File: src/rtl/me_frame_scheduler.sv
// Frame-level sequencer for the motion-estimation engine: walks the macroblock
// grid in raster order, driving load / search / result hand-off per block.
module me_frame_scheduler #(
  parameter int MB_COLS = 22,
  parameter int MB_ROWS = 18,
  parameter int SAD_W   = 16,
  parameter int MV_W    = 8,
  parameter int TIMEOUT = 8192
) (
  input  logic             clk,
  input  logic             reset,
  input  logic             frame_start,
  input  logic [1:0]       r,
  output logic             busy,
  output logic             frame_done,
  output logic             err_timeout,
  output logic             ld_req,
  output logic [7:0]       ld_mbx,
  output logic [7:0]       ld_mby,
  input  logic             ld_ack,
  output logic             me_go,
  output logic [1:0]       me_r,
  input  logic             me_done,
  input  logic [SAD_W-1:0] me_sad,
  input  logic [MV_W-1:0]  me_mvx,
  input  logic [MV_W-1:0]  me_mvy,
  output logic             res_valid,
  input  logic             res_ready,
  output logic [7:0]       res_mbx,
  output logic [7:0]       res_mby,
  output logic [SAD_W-1:0] res_sad,
  output logic [MV_W-1:0]  res_mvx,
  output logic [MV_W-1:0]  res_mvy
);

  localparam logic [2:0] S_IDLE   = 3'd0;
  localparam logic [2:0] S_LOAD   = 3'd1;
  localparam logic [2:0] S_GO     = 3'd2;
  localparam logic [2:0] S_WAIT   = 3'd3;
  localparam logic [2:0] S_RESULT = 3'd4;
  localparam logic [2:0] S_NEXT   = 3'd5;
  localparam logic [2:0] S_FINISH = 3'd6;

  localparam int             WD_W     = $clog2(TIMEOUT + 1);
  localparam logic [WD_W-1:0] WD_LAST = WD_W'(TIMEOUT - 1);
  localparam logic [7:0]     LAST_COL = 8'(MB_COLS - 1);
  localparam logic [7:0]     LAST_ROW = 8'(MB_ROWS - 1);

  logic [2:0]       state_reg, state_next;
  logic [7:0]       mbx_reg, mby_reg;
  logic [WD_W-1:0]  wd_reg;
  logic [1:0]       me_r_reg;
  logic             err_reg;
  logic [7:0]       res_mbx_reg, res_mby_reg;
  logic [SAD_W-1:0] res_sad_reg;
  logic [MV_W-1:0]  res_mvx_reg, res_mvy_reg;

  logic wd_expired;
  assign wd_expired = (wd_reg == WD_LAST);

  always_comb begin
    state_next = state_reg;
    case (state_reg)
      S_IDLE:   if (frame_start) state_next = S_LOAD;
      S_LOAD:   if (ld_ack) state_next = S_GO;
      S_GO:     state_next = S_WAIT;
      S_WAIT:   if (me_done || wd_expired) state_next = S_RESULT;
      S_RESULT: if (res_ready) state_next = S_NEXT;
      S_NEXT:   state_next = (mbx_reg == LAST_COL && mby_reg == LAST_ROW) ? S_FINISH : S_LOAD;
      S_FINISH: state_next = S_IDLE;
      default:  state_next = S_IDLE;
    endcase
  end

  always_ff @(posedge clk) begin
    if (reset) begin
      state_reg   <= S_IDLE;
      mbx_reg     <= '0;
      mby_reg     <= '0;
      wd_reg      <= '0;
      me_r_reg    <= '0;
      err_reg     <= 1'b0;
      res_mbx_reg <= '0;
      res_mby_reg <= '0;
      res_sad_reg <= '0;
      res_mvx_reg <= '0;
      res_mvy_reg <= '0;
    end else begin
      state_reg <= state_next;
      case (state_reg)
        S_IDLE: begin
          if (frame_start) begin
            me_r_reg <= r;
            err_reg  <= 1'b0;
            mbx_reg  <= '0;
            mby_reg  <= '0;
          end
        end
        S_GO: wd_reg <= '0;
        S_WAIT: begin
          // A completion arriving on the expiry cycle takes priority over the watchdog.
          if (me_done) begin
            res_sad_reg <= me_sad;
            res_mvx_reg <= me_mvx;
            res_mvy_reg <= me_mvy;
            res_mbx_reg <= mbx_reg;
            res_mby_reg <= mby_reg;
          end else if (wd_expired) begin
            res_sad_reg <= '1;
            res_mvx_reg <= '0;
            res_mvy_reg <= '0;
            res_mbx_reg <= mbx_reg;
            res_mby_reg <= mby_reg;
            err_reg     <= 1'b1;
          end else begin
            wd_reg <= wd_reg + WD_W'(1);
          end
        end
        S_NEXT: begin
          if (mbx_reg == LAST_COL) begin
            mbx_reg <= '0;
            mby_reg <= mby_reg + 8'd1;
          end else begin
            mbx_reg <= mbx_reg + 8'd1;
          end
        end
        default: ;
      endcase
    end
  end

  assign busy        = (state_reg != S_IDLE);
  assign frame_done  = (state_reg == S_FINISH);
  assign err_timeout = err_reg;
  assign ld_req      = (state_reg == S_LOAD);
  assign ld_mbx      = mbx_reg;
  assign ld_mby      = mby_reg;
  assign me_go       = (state_reg == S_GO);
  assign me_r        = me_r_reg;
  assign res_valid   = (state_reg == S_RESULT);
  assign res_mbx     = res_mbx_reg;
  assign res_mby     = res_mby_reg;
  assign res_sad     = res_sad_reg;
  assign res_mvx     = res_mvx_reg;
  assign res_mvy     = res_mvy_reg;

endmodule

File: config.mk
export PLATFORM = sky130hd
export DESIGN_NAME = me_frame_scheduler
export DESIGN_NICKNAME = d
export VERILOG_FILES = /design/src/rtl/me_frame_scheduler.sv
export SDC_FILE = /design/constraint.sdc
export NUM_CORES = 1
export LEC_CHECK = 0
export BUFFER_PORTS_ARGS = -buffer_cell sky130_fd_sc_hd__buf_2
export CAP_MARGIN = 20
export CORE_UTILIZATION = 30
export CTS_CLUSTER_DIAMETER = 40
export DETAILED_ROUTE_END_ITERATION = 12
export PLACE_DENSITY = 0.62
export SETUP_SLACK_MARGIN = 0.4
export SYNTH_ARGS = -nofsm -noshare
export SYNTH_HDL_FRONTEND = slang
export SYNTH_SLANG_ARGS = --single-unit
export TNS_END_PERCENT = 10
File: constraint.sdc
create_clock -name clk -period 1.9 [get_ports clk]
set_clock_uncertainty 0.2 [all_clocks]
set_input_delay 0.475 -clock clk [delete_from_list [all_inputs] [get_ports clk]]
set_output_delay 0.475 -clock clk [all_outputs]
set_load 0.02 [all_outputs]
-- After elaboration in Yosys (flattened, before gate mapping)
Index checks and enable logic that the tools add are counted.
Widths: inputs -> output; s select.
- add/sub/neg operators: 3
- reductions and logical operators: 15
- eq/ne operators: 17
- mux-type cells: 27
- operator list (cell ; count):
    $mux 8 ; 10
    $mux 16 ; 2
    $pmux 8 s2 ; 2
    $mux 14 ; 2
    $pmux 14 s2 ; 1
    $pmux 3 s6 ; 1
    $add 8x1->8 const B ; 2
    $eq 8x5->1 const B ; 2
    $mux 3 ; 5
    $add 14x1->14 const B ; 1
    $eq 14x13->1 const B ; 1
    $ne 2x2->1 const B ; 6
    $eq 3x3->1 const B ; 3
    $reduce_and 4->1 ; 2
    $reduce_bool 2->1 ; 4
    $eq 3x2->1 const B ; 2
    $reduce_and 2->1 ; 3
    $reduce_and 3->1 ; 2
    $ne 2x1->1 const B ; 2
    $eq 3x1->1 const B ; 1
    $logic_not 3->1 ; 1
    $mux 1 ; 3
    $reduce_bool 3->1 ; 1
    $pmux 1 s2 ; 1
    other kinds (2) ; 2
- input bits: 40
- register bits: 84

-- Longest topological paths before layout
Gate-level depths: netlist (run 1).
- word-level depth: 4
- gate-level depth with buffers: 7
- mapped depth without buffers: 7

-- Least setup slack after synthesis (run 1)
OpenSTA, ideal clock, no wires.
- path type: register -> register
- start: register mbx_reg[1] (netlist: ld_mbx[1])
- end: register mbx_reg[6] (netlist: ld_mbx[6])
- period minus slack after synthesis: 2.035 ns
- arrival time: 1.744 ns
- slack: -0.135 ns
- library setup time: 0.091 ns
- cell stages (with the launch flop): 7
- cell sequence: dfxtp_1 inv_1 ha_1 and4bb_2 a21oi_1 a41oi_1 a311oi_1
- cells in the longest elaborated chain, start to end: 3
- RTL lines (what ; line ; text):
    start: declaration ; 50 ; logic [7:0] mbx_reg, mby_reg;
    start signal: assignment ; 124 ; mbx_reg <= mbx_reg + 8'd1;
    $add 8x1->8 / $eq 8x5->1 (equally long branches) ; 124, 120 ;
    $mux 8 (*) ; 120 ; if (mbx_reg == LAST_COL) begin
    $pmux 8 s2 (*) ; 90 ; case (state_reg)
Mark *: on every way between the ends. The rest lies on a longest branch, timed or not.
A chain may end at the register's enable or synchronous reset.

-- Worst setup path after layout (run 1)
- start: register state_reg[0]
- end: output busy
- cells in the longest elaborated chain, start to end: 1
- RTL lines (what ; line ; text):
    start: declaration ; 49 ; logic [2:0] state_reg, state_next;
    start signal: assignment ; 89 ; state_reg <= state_next;
    $reduce_bool 3->1 ; 132 ; assign busy = (state_reg != S_IDLE);
    end: declaration ; 14 ; output logic busy,
No other way between the ends.

==> results of run 1 <==
cells by family (layout without fill, tap and decap cells):
| family | Yosys count | count (layout) | synth area share, % |
|---|---|---|---|
| adders and majority gates | 5 | 5 | 1.76 |
| xor gates and xnor gates | 10 | 10 | 2.46 |
| DFF | 84 | 84 | 47.3 |
| muxes | 5 | 5 | 1.41 |
| AOI/OAI and AO/OA | 82 | 83 | 14.5 |
| and+or+nand+nor | 218 | 218 | 28.8 |
| buffers and inverters | 29 | 206 | 3.80 |
path summary, 6_finish.rpt:
kind | cells past startpoint | end | startpoint
worst max-delay path | 3 | busy | state_reg[0]$_SDFFE_PP0P_
worst max register to register | 7 | ld_mby[7]$_SDFFE_PP0P_ | state_reg[0]$_SDFFE_PP0P_
worst min-delay path | 3 | res_mvy[1]$_SDFFE_PP0P_ | me_mvy[1]
worst min register to register | 2 | res_mbx[3]$_SDFFE_PP0P_ | res_mbx[3]$_SDFFE_PP0P_
cell usage after synthesis (all sizes together), types with 3 or more instances:
cell	count
buf	10
a22oi	16
a21o	3
a311oi	3
nand4	7
clkbuf	13
nor4	5
mux2i	5
nand2b	5
nand3	12
a21oi	32
nor3	26
and3	10
xor2	3
inv	6
xnor2	7
ha	5
o21ai	15
nor2	84
nor3b	3
dfxtp	84
nand2	52
power groups by stage:
stage / sequential (W) / combinational (W) / clock [W]
after floorplan: 0.00187 / 0.000297 / 0
after global placement: 0.00185 / 0.000473 / 0
after detailed placement: 0.00185 / 0.000481 / 0
after CTS: 0.00181 / 0.000654 / 0.00197
after global routing: 0.00181 / 0.000782 / 0.00203
final: 0.00181 / 0.000736 / 0.00192
layout make-up:
cell class / instances / area (um^2) / area share [%]
multi-input cells: 321 / 2380 / 36.7
repair buffers: 184 / 1770 / 27.2
clock inverters: 5 / 83.8 / 1.29
flip-flops and latches: 84 / 1810 / 27.8
inverters: 6 / 27.5 / 0.424
well taps: 143 / 179 / 2.76
clock buffers: 11 / 243 / 3.74
critical path, stage by stage (launching register included):
cell and delay (ns):
sky130_fd_sc_hd__dfxtp_4 0.35, sky130_fd_sc_hd__buf_6 0.12, sky130_fd_sc_hd__or3_4 0.38, sky130_fd_sc_hd__buf_6 0.14
per-layer routing:
layer | wire (um) | vias to the layer above | track usage [%]
met5 | 0 | - | 0
met4 | 187 | 0 | 6.31
met3 | 645 | 15 | 5.14
met2 | 5890 | 138 | 33.3
met1 | 5030 | 1827 | 21.6
li1 | - | 1871 | -
repair_timing:
item	4_1_cts	5_1_grt
resized for setup	279	85
gates cloned	3	3
setup endpoints to repair	155	149
hold buffers	0	0
pin swaps	66	65
setup buffers	18	7
layout by cell type, fill, tap and decap left out, types with 6 or more instances in the layout:
cell and n:
sky130_fd_sc_hd__nand2_2 10, sky130_fd_sc_hd__o21ai_1 7, sky130_fd_sc_hd__nor2_4 20, sky130_fd_sc_hd__nand2_1 40, sky130_fd_sc_hd__dfxtp_2 55, sky130_fd_sc_hd__buf_2 39, sky130_fd_sc_hd__and3_1 7, sky130_fd_sc_hd__dfxtp_1 14
sky130_fd_sc_hd__nand3_1 10, sky130_fd_sc_hd__buf_6 87, sky130_fd_sc_hd__xnor2_1 7, sky130_fd_sc_hd__a21oi_1 25, sky130_fd_sc_hd__a22oi_2 16, sky130_fd_sc_hd__clkbuf_16 11, sky130_fd_sc_hd__dfxtp_4 15, sky130_fd_sc_hd__nor3_1 20
sky130_fd_sc_hd__nand4_1 6, sky130_fd_sc_hd__nor2_1 61, sky130_fd_sc_hd__buf_4 48, sky130_fd_sc_hd__o21ai_0 6
through the flow:
step,setup slack [ns],util [%],cell area (um^2),total power [W]
3_5_place_dp,-0.199,41.1,4720,0.00233
6_report,-0.104,56.6,6490,0.00447
4_1_cts,-0.116,53.4,6120,0.00443
3_3_place_gp,-0.138,41.1,4720,0.00232
5_1_grt,-0.133,56.6,6490,0.00463
2_1_floorplan,0.0896,-,3780,0.00216
==> results.cfg, run 1 <==
[run_status]
run_status = finished, violations left
failed_checks = negative setup slack

[setup_path]
reg2reg_setup_slack_ns = -0.03
critical_path.max_fanout = 3
critical_path_arrival_ns = 1.33
timing_worst_setup_path_type = register to primary output
worst-endpoint-required_ns = 1.22
endpoint_kind = primary output
critPathLaunchType = register

[timing]
grt_setup_unrepaired = yes
slew_viol_final = 0
max_freq_mhz = 499
layout_worst_path_cycle_share_pct = 105
final.hold.worst_slack_ns = 0.168
max-slew-margin-rel_pct = 60.0
setup_violations = 13
final_hold_viol_count = 0
timing.final.crit_period_ns = 2.00
finalSetupTns_ns = -0.380
post_layout_worst_setup_margin_ns = -0.104
max_slew.worst_pin.slew_ns = 0.598

[drt]
detailedRoute.firstIterationViolations = 163
detail_route.drc_violations = 0
finalWirelength_um = 11800
dr_total_vias = 3851
vias_per_cell = 5.11
detail_route.wl_per_cell_um = 15.6
ant_nets = 0
drtPass1Iterations = 5

[layout]
final_layout_size_suffix_gt1_share_pct = 60.6
antenna_cells_inserted = 0
syn_to_final_growth_pct = 82.5
stdcell_count = 754
fin_nets = 651
largest_register_ff_count = 16
n_fill_cell = 958

[logic_synthesis]
yosys_register_bits = 84
yosys_warn_count = 0
distinct_cells_synth = 51
synth_area_leader_cell = sky130_fd_sc_hd__dfxtp_1
postSynth.topFlopCell = sky130_fd_sc_hd__dfxtp_1
syn_inst = 433
netlist_area_mm2 = 0.00356
ys_async_sr_fraction_pct = 0
post-synth-top-area-fraction_pct = 47.3
synth.net_count = 478
synth_enable_flop_cells = 0
share_of_the_yosys_chip_area_belonging_to_registers_pct = 47.3
netlist_top_cells_area = sky130_fd_sc_hd__dfxtp_1 (47%), sky130_fd_sc_hd__nor2_1 (8.9%), sky130_fd_sc_hd__nand2_1 (5.5%)
synthesis.area_per_instance_um2 = 8.22

[die]
initial_utilization_pct = 31.0
die-area_mm2 = 0.0123
die-height_um = 111
total_core_area_mm2 = 0.0115
row_count = 39
die_w_um = 111
design.portCount = 112

[place]
portbufs = 111
placed_cells_incl_taps = 707
globalplace.congestion = 0.850
dp.final_hpwl_um = 7110

[pwr]
p_leak_nw = 2.63
net-switching-power_w = 0.00113
power.sequential.fraction_pct = 40.5
power_density_mw_per_mm2 = 688
cellInternalPower_w = 0.00334
vdd.ir_drop.worst_v = 0.000597
power_frac_comb_pct = 16.5
clock_power_share_pct = 43.0
sw_frac_of_total_pct = 25.3

[clock_tree]
cts_root_buf = sky130_fd_sc_hd__clkbuf_16
cts_num_sinks = 84
max-clock-path-buffers = 2
cts_inserted_buffers = 9
insertion_delay_of_the_later_clocked_pin_in_the_worst_skew_pair_ns = 0.34
cts-htree-levels = 3
cts_tree = built
path_clk_slew_ns = 0.07

[global_routing]
grt_pass1_vias = 3828
initial_antenna_violation_count = 0
gr-total-overflow = 0
grt_max_degree = 30
global_route_wire_length_before_repair_um = 18600
global_route.usage.total_pct = 18.8

[min_path]
min-delay-path-class = input pin to register

[job]
drv_cap = 0
Note: power is estimated with default switching activity, not from simulation.
==> inputs of run 2 (changes only) <==
--- a/config.mk
+++ b/config.mk
@@ -10,7 +10,7 @@
 export CORE_UTILIZATION = 30
 export CTS_CLUSTER_DIAMETER = 40
 export DETAILED_ROUTE_END_ITERATION = 12
-export PLACE_DENSITY = 0.62
+export PLACE_DENSITY = 0.66
 export SETUP_SLACK_MARGIN = 0.4
 export SYNTH_ARGS = -nofsm -noshare
 export SYNTH_HDL_FRONTEND = slang
==> results.cfg, run 2 (same netlist as run 1, synthesis figures left out) <==
[timing]
layout_worst_path_cycle_share_pct = 106
timing.final.crit_period_ns = 2.01
post_layout_worst_setup_margin_ns = -0.108
max-slew-margin-rel_pct = 60.6
setup_violations = 8
max_slew.worst_pin.slew_ns = 0.589
slew_viol_final = 0
grt_setup_unrepaired = yes
final_hold_viol_count = 0
max_freq_mhz = 498

[layout]
n_fill_cell = 943
fin_nets = 646
stdcell_count = 748
largest_register_ff_count = 16
antenna_cells_inserted = 0
most_frequent_cells_in_the_layout = sky130_fd_sc_hd__buf_6 (88), sky130_fd_sc_hd__nor2_1 (69), sky130_fd_sc_hd__dfxtp_2 (56), sky130_fd_sc_hd__buf_4 (41), sky130_fd_sc_hd__buf_2 (39)
final_layout_size_suffix_gt1_share_pct = 63.3
finalInstanceArea_mm2 = 0.00649
layout.cells.most_common = sky130_fd_sc_hd__buf_6
syn_to_final_growth_pct = 82.6

[min_path]
min-delay-path-class = input pin to register

[drt]
dr_total_vias = 3852
detail_route.wl_per_cell_um = 16.1
finalWirelength_um = 12000
ant_nets = 0
vias_per_cell = 5.15
detail_route.drc_violations = 0
drtPass1Iterations = 6
detailedRoute.firstIterationViolations = 182

[setup_path]
critPathLaunchType = register
timing.critical_path.buf_inv = 2
path_cells = buf_6, or3_4, buf_6
critical_path.max_fanout = 5
endpoint_kind = primary output
timing.critical_path.slowest_cell_delay_ns = 0.38
cp_common_cell = sky130_fd_sc_hd__buf_6
worst-endpoint-required_ns = 1.22
timing_worst_setup_path_type = register to primary output
path_delay_family = simple AND/OR/NAND/NOR gates
cp_slowest_cell = sky130_fd_sc_hd__or3_4
critical_path_arrival_ns = 1.33

[global_routing]
global_route_wire_length_before_repair_um = 18200
initial_antenna_violation_count = 0
grt_max_degree = 32
grt_pass1_vias = 3685
global_route.usage.total_pct = 18.5
gr-total-overflow = 0

[clock_tree]
cts_num_sinks = 84
cts_inserted_buffers = 9
max-clock-path-buffers = 2
cts-htree-levels = 3
cts-hold-fix-buffers = 0
cts_root_buf = sky130_fd_sc_hd__clkbuf_16
cts_tree = built
path_clk_slew_ns = 0.06
insertion_delay_of_the_later_clocked_pin_in_the_worst_skew_pair_ns = 0.35

[pwr]
p_leak_nw = 2.67
power_density_mw_per_mm2 = 700
clock_power_share_pct = 44.4
cellInternalPower_w = 0.00345
total_power_w = 0.00455
power_frac_comb_pct = 15.8
vdd.ir_drop.worst_v = 0.000495
net-switching-power_w = 0.00110
power.sequential.fraction_pct = 39.8
sw_frac_of_total_pct = 24.2

[place]
placed_cells_incl_taps = 707
portbufs = 111
dp.final_hpwl_um = 7370
globalplace.congestion = 0.830
dpl_cell_area_mm2 = 0.00469
placement.setup.worst_slack_ns = -0.240

[die]
die-area_mm2 = 0.0123
total_core_area_mm2 = 0.0115
row_count = 39
die_w_um = 111
die-height_um = 111
initial_utilization_pct = 31.0
design.portCount = 112

[run_status]
run_status = finished, violations left
failed_checks = negative setup slack

[job]
drv_cap = 0
-- run 2: changes by cell type in the layout (fill, tap and decap cells not counted), moves of 3 or more --
cell	before	now
sky130_fd_sc_hd__nand2_1	40	26
sky130_fd_sc_hd__buf_4	48	41
sky130_fd_sc_hd__nor2_1	61	69
sky130_fd_sc_hd__a21oi_2	3	17
sky130_fd_sc_hd__nand2_4	2	12
sky130_fd_sc_hd__a21oi_1	25	11
sky130_fd_sc_hd__nor3_1	20	15
sky130_fd_sc_hd__nor3_2	3	7
sky130_fd_sc_hd__nand2_2	10	14
sky130_fd_sc_hd__buf_12	5	8
sky130_fd_sc_hd__nor2_4	20	5
sky130_fd_sc_hd__buf_16	3	0
sky130_fd_sc_hd__nor2_2	3	10
-- run 2: power by group through the flow --
stage               registers (W)  logic (W)  clock network [W]
floorplan                 0.00187   0.000297                  0
global placement          0.00185   0.000462                  0
detailed placement        0.00185   0.000475                  0
CTS                       0.00181   0.000584            0.00206
global route              0.00181   0.000766            0.00215
finish                    0.00181   0.000720            0.00202
-- run 2: cell type report --
type / count / area, um^2 / share of cell area (%)
multi-input cells: 320 / 2400 / 37.0
inverters: 6 / 27.5 / 0.424
well taps: 143 / 179 / 2.76
clock inverters: 4 / 97.6 / 1.50
clock buffers: 11 / 243 / 3.74
flip-flops and latches: 84 / 1800 / 27.7
repair buffers: 180 / 1740 / 26.9
-- run 2: per-stage QoR --
stage	util (%)	hold WS [ns]	TNS, ns
2_1_floorplan	-	0.253	0
3_3_place_gp	40.9	0.240	-1.76
3_5_place_dp	40.9	0.247	-4.00
4_1_cts	52.2	0.153	-0.322
5_1_grt	56.6	0.168	-1.89
6_report	56.6	0.166	-0.384
-- run 2: path summary, 6_finish.rpt --
path / startpoint / end / slack [ns] / depth (start not counted)
max: state_reg[0]$_SDFFE_PP0P_ / busy / -0.11 / 3
min: me_mvy[2] / res_mvy[2]$_SDFFE_PP0P_ / 0.17 / 3
max reg2reg: state_reg[0]$_SDFFE_PP0P_ / ld_mby[4]$_SDFFE_PP0P_ / -0.08 / 8
min reg2reg: res_mby[6]$_SDFFE_PP0P_ / res_mby[6]$_SDFFE_PP0P_ / 0.26 / 2
-- run 2: what timing repair did --
action	4_1_cts	5_1_grt
endpoints found under the setup margin	156	152
resized for setup	308	76
gates cloned	1	3
buffers inserted	8	14
pin swaps	113	52
-- run 2: worst min-delay path, delay by kind of cell --
kind / cells / cell delay (ns)
AO/OA/AOI/OAI: 1 / 0.04
AND/OR/NAND/NOR: 1 / 0.07
buffers and inverters: 1 / 0.08
-- run 2: layer usage --
metal	GRT usage [%]	vias to the layer above	routed length [um]	share of wire, %
met4	7.91	0	248	2.1
li1	-	1862	-	-
met5	0	-	0	0
met3	4.65	17	735	6.1
met2	32.4	134	6140	51
met1	21.3	1839	4890	41
==> inputs of run 3 (changes only) <==
--- a/config.mk
+++ b/config.mk
@@ -7,11 +7,12 @@
 export LEC_CHECK = 0
 export BUFFER_PORTS_ARGS = -buffer_cell sky130_fd_sc_hd__buf_2
 export CAP_MARGIN = 20
-export CORE_UTILIZATION = 30
+export CORE_UTILIZATION = 46
 export CTS_CLUSTER_DIAMETER = 40
 export DETAILED_ROUTE_END_ITERATION = 12
-export PLACE_DENSITY = 0.66
+export PLACE_DENSITY = 0.88
 export SETUP_SLACK_MARGIN = 0.4
+export SLEW_MARGIN = 5
 export SYNTH_ARGS = -nofsm -noshare
 export SYNTH_HDL_FRONTEND = slang
 export SYNTH_SLANG_ARGS = --single-unit
==> results.cfg, run 3 (same netlist as run 1, synthesis figures left out) <==
[run_status]
run_status = finished, violations left
failed_checks = negative setup slack

[place]
globalplace.congestion = 0.870
dp.final_hpwl_um = 6870
placement.setup.worst_slack_ns = -0.135
portbufs = 111

[drt]
vias_per_cell = 6.14
dr_total_vias = 4409
finalWirelength_um = 15700
ant_nets = 0
detailedRoute.firstIterationViolations = 409
drtPass1Iterations = 5
detail_route.drc_violations = 0
detail_route.wl_per_cell_um = 21.8

[layout]
share_of_the_core_filled_with_cells_pct = 84.3
syn_to_final_growth_pct = 74.7
n_fill_cell = 349
most_frequent_cells_in_the_layout = sky130_fd_sc_hd__buf_6 (86), sky130_fd_sc_hd__nor2_1 (79), sky130_fd_sc_hd__dfxtp_2 (57), sky130_fd_sc_hd__buf_4 (50), sky130_fd_sc_hd__nand2_1 (47)
multi_input_area_mm2 = 0.00224
antenna_cells_inserted = 0
layout.cells.most_common = sky130_fd_sc_hd__buf_6
area.sequential_mm2 = 0.00179
fin_nets = 659
final_layout_size_suffix_gt1_share_pct = 56.5
largest_register_ff_count = 16

[setup_path]
timing.critical_path.buf_inv = 3
timing.critical_path.slowest_cell_delay_ns = 0.38
cp_common_cell = sky130_fd_sc_hd__buf_12
critPathLaunchType = register
r2r-end = ld_mby[4]$_SDFFE_PP0P_
path_cells = buf_12, buf_6, nor4b_4, a21oi_4, buf_12, nor4_4, xnor2_1, nor2_1
r2r_start = state_reg[2]$_SDFFE_PP0P_
timing_worst_setup_path_type = register to register
path_delay_family = simple AND/OR/NAND/NOR gates
cp_slowest_cell = sky130_fd_sc_hd__dfxtp_4
endpoint_kind = register
reg2reg_depth = 8
critical_path_arrival_ns = 2.15
critical_path.max_fanout = 7
worst-endpoint-required_ns = 1.97
reg2reg_setup_slack_ns = -0.18

[pwr]
p_leak_nw = 2.54
power_frac_comb_pct = 19.9
cellInternalPower_w = 0.00279
net-switching-power_w = 0.00117
power.sequential.fraction_pct = 45.7
sw_frac_of_total_pct = 29.6
vdd.ir_drop.worst_v = 0.000550
clock_power_share_pct = 34.4
power_density_mw_per_mm2 = 637

[timing]
layout_worst_path_cycle_share_pct = 109
slew_viol_final = 0
setup_violations = 46
max-slew-margin-rel_pct = 74.6
max_slew.worst_pin.slew_ns = 0.381
final_hold_viol_count = 0
final.hold.worst_slack_ns = 0.135
timing.final.crit_period_ns = 2.08
max_freq_mhz = 481
grt_setup_unrepaired = yes
post_layout_worst_setup_margin_ns = -0.180

[min_path]
holdPathStages = 3
min_from = me_mvx[3]
hold-path-endpoint = res_mvx[3]$_SDFFE_PP0P_
min-delay-path-class = input pin to register

[die]
row_count = 31
die-area_mm2 = 0.00809
die-height_um = 89.9
initial_utilization_pct = 48.3
design.portCount = 112
total_core_area_mm2 = 0.00737
die_w_um = 89.9

[clock_tree]
cts_num_sinks = 84
path_clk_slew_ns = 0.10
cts_root_buf = sky130_fd_sc_hd__clkbuf_8
insertion_delay_of_the_later_clocked_pin_in_the_worst_skew_pair_ns = 0.38
max-clock-path-buffers = 2
cts_inserted_buffers = 9
cts-hold-fix-buffers = 0
cts_tree = built
cts-htree-levels = 3

[job]
drv_cap = 0

[global_routing]
global_route.usage.total_pct = 33.8
grt_max_degree = 30
global_route_wire_length_before_repair_um = 21600
gr-total-overflow = 0
initial_antenna_violation_count = 0
grt_pass1_vias = 4247
## run 3: cell count changes in the layout (fill, tap and decap cells not counted), moves of 8 or more
cell and delta:
sky130_fd_sc_hd__nand2_2 -10, sky130_fd_sc_hd__clkbuf_16 -10, sky130_fd_sc_hd__buf_4 +9, sky130_fd_sc_hd__nand2_1 +21, sky130_fd_sc_hd__a21oi_2 -10, sky130_fd_sc_hd__clkbuf_8 +8
sky130_fd_sc_hd__a21oi_1 +9, sky130_fd_sc_hd__nand2_4 -11, sky130_fd_sc_hd__nor2_1 +10, sky130_fd_sc_hd__nor2_2 -8
## run 3: worst max path at each step
stage                                    from                     end  slack [ns]  cells past startpoint
floorplan                         frame_start  ld_mby[2]$_SDFFE_PP0P_        0.09                      6
global placement                  frame_start  ld_mby[2]$_SDFFE_PP0P_       -0.09                      7
detailed placement                frame_start  ld_mby[2]$_SDFFE_PP0P_       -0.14                      7
CTS                 state_reg[0]$_SDFFE_PP0P_                    busy       -0.14                      4
global route        state_reg[2]$_SDFFE_PP0P_  ld_mby[4]$_SDFFE_PP0P_       -0.23                      8
finish              state_reg[2]$_SDFFE_PP0P_  ld_mby[4]$_SDFFE_PP0P_       -0.18                      8
## run 3: layout make-up
class | instances | share of cell area [%]
Clock buffer | 10 | 2.05
Tap cell | 99 | 1.99
Clock inverter | 6 | 1.17
Inverter | 6 | 0.483
Multi-Input combinational cell | 321 | 36.1
Timing Repair Buffer | 192 | 29.4
Sequential cell | 84 | 28.7
## run 3: tightest hold or removal path, cell delays in order
cell and delay (ns):
sky130_fd_sc_hd__buf_2 0.09, sky130_fd_sc_hd__a22oi_2 0.05, sky130_fd_sc_hd__nor2_1 0.07
## run 3: layer usage
layer  vias to the layer above  share of wire, %  global-route usage, %
li1                       1880                 -                      -
met1                      2059                35                   37.8
met2                       370                48                   58.3
met3                       100                10                   8.88
met4                         0               6.7                   19.0
met5                         -                 0                      0
## run 3: per-stage QoR
stage	std cells	TNS, ns	cell area [um^2]	total power (W)
finish	718	-3.44	6210	0.00396
floorplan	433	0	3780	0.00216
global route	718	-6.12	6210	0.00405
CTS	702	-0.539	5890	0.00378
detailed placement	658	-0.774	4640	0.00233
global placement	658	-0.376	4640	0.00232
## run 3: power groups by stage
stage,logic [W],clock network (W),registers [W]
finish,0.000788,0.00136,0.00181
global route,0.000816,0.00142,0.00181
CTS,0.000644,0.00133,0.00180
detailed placement,0.000486,0,0.00185
global placement,0.000469,0,0.00185
floorplan,0.000297,0,0.00187
## run 3: repair_timing
item	CTS	global route
gates resized for setup	265	59
endpoints found under the setup margin	156	156
cloned	4	2
setup buffers	24	14
hold endpoints to repair	0	0
pin swaps	50	51
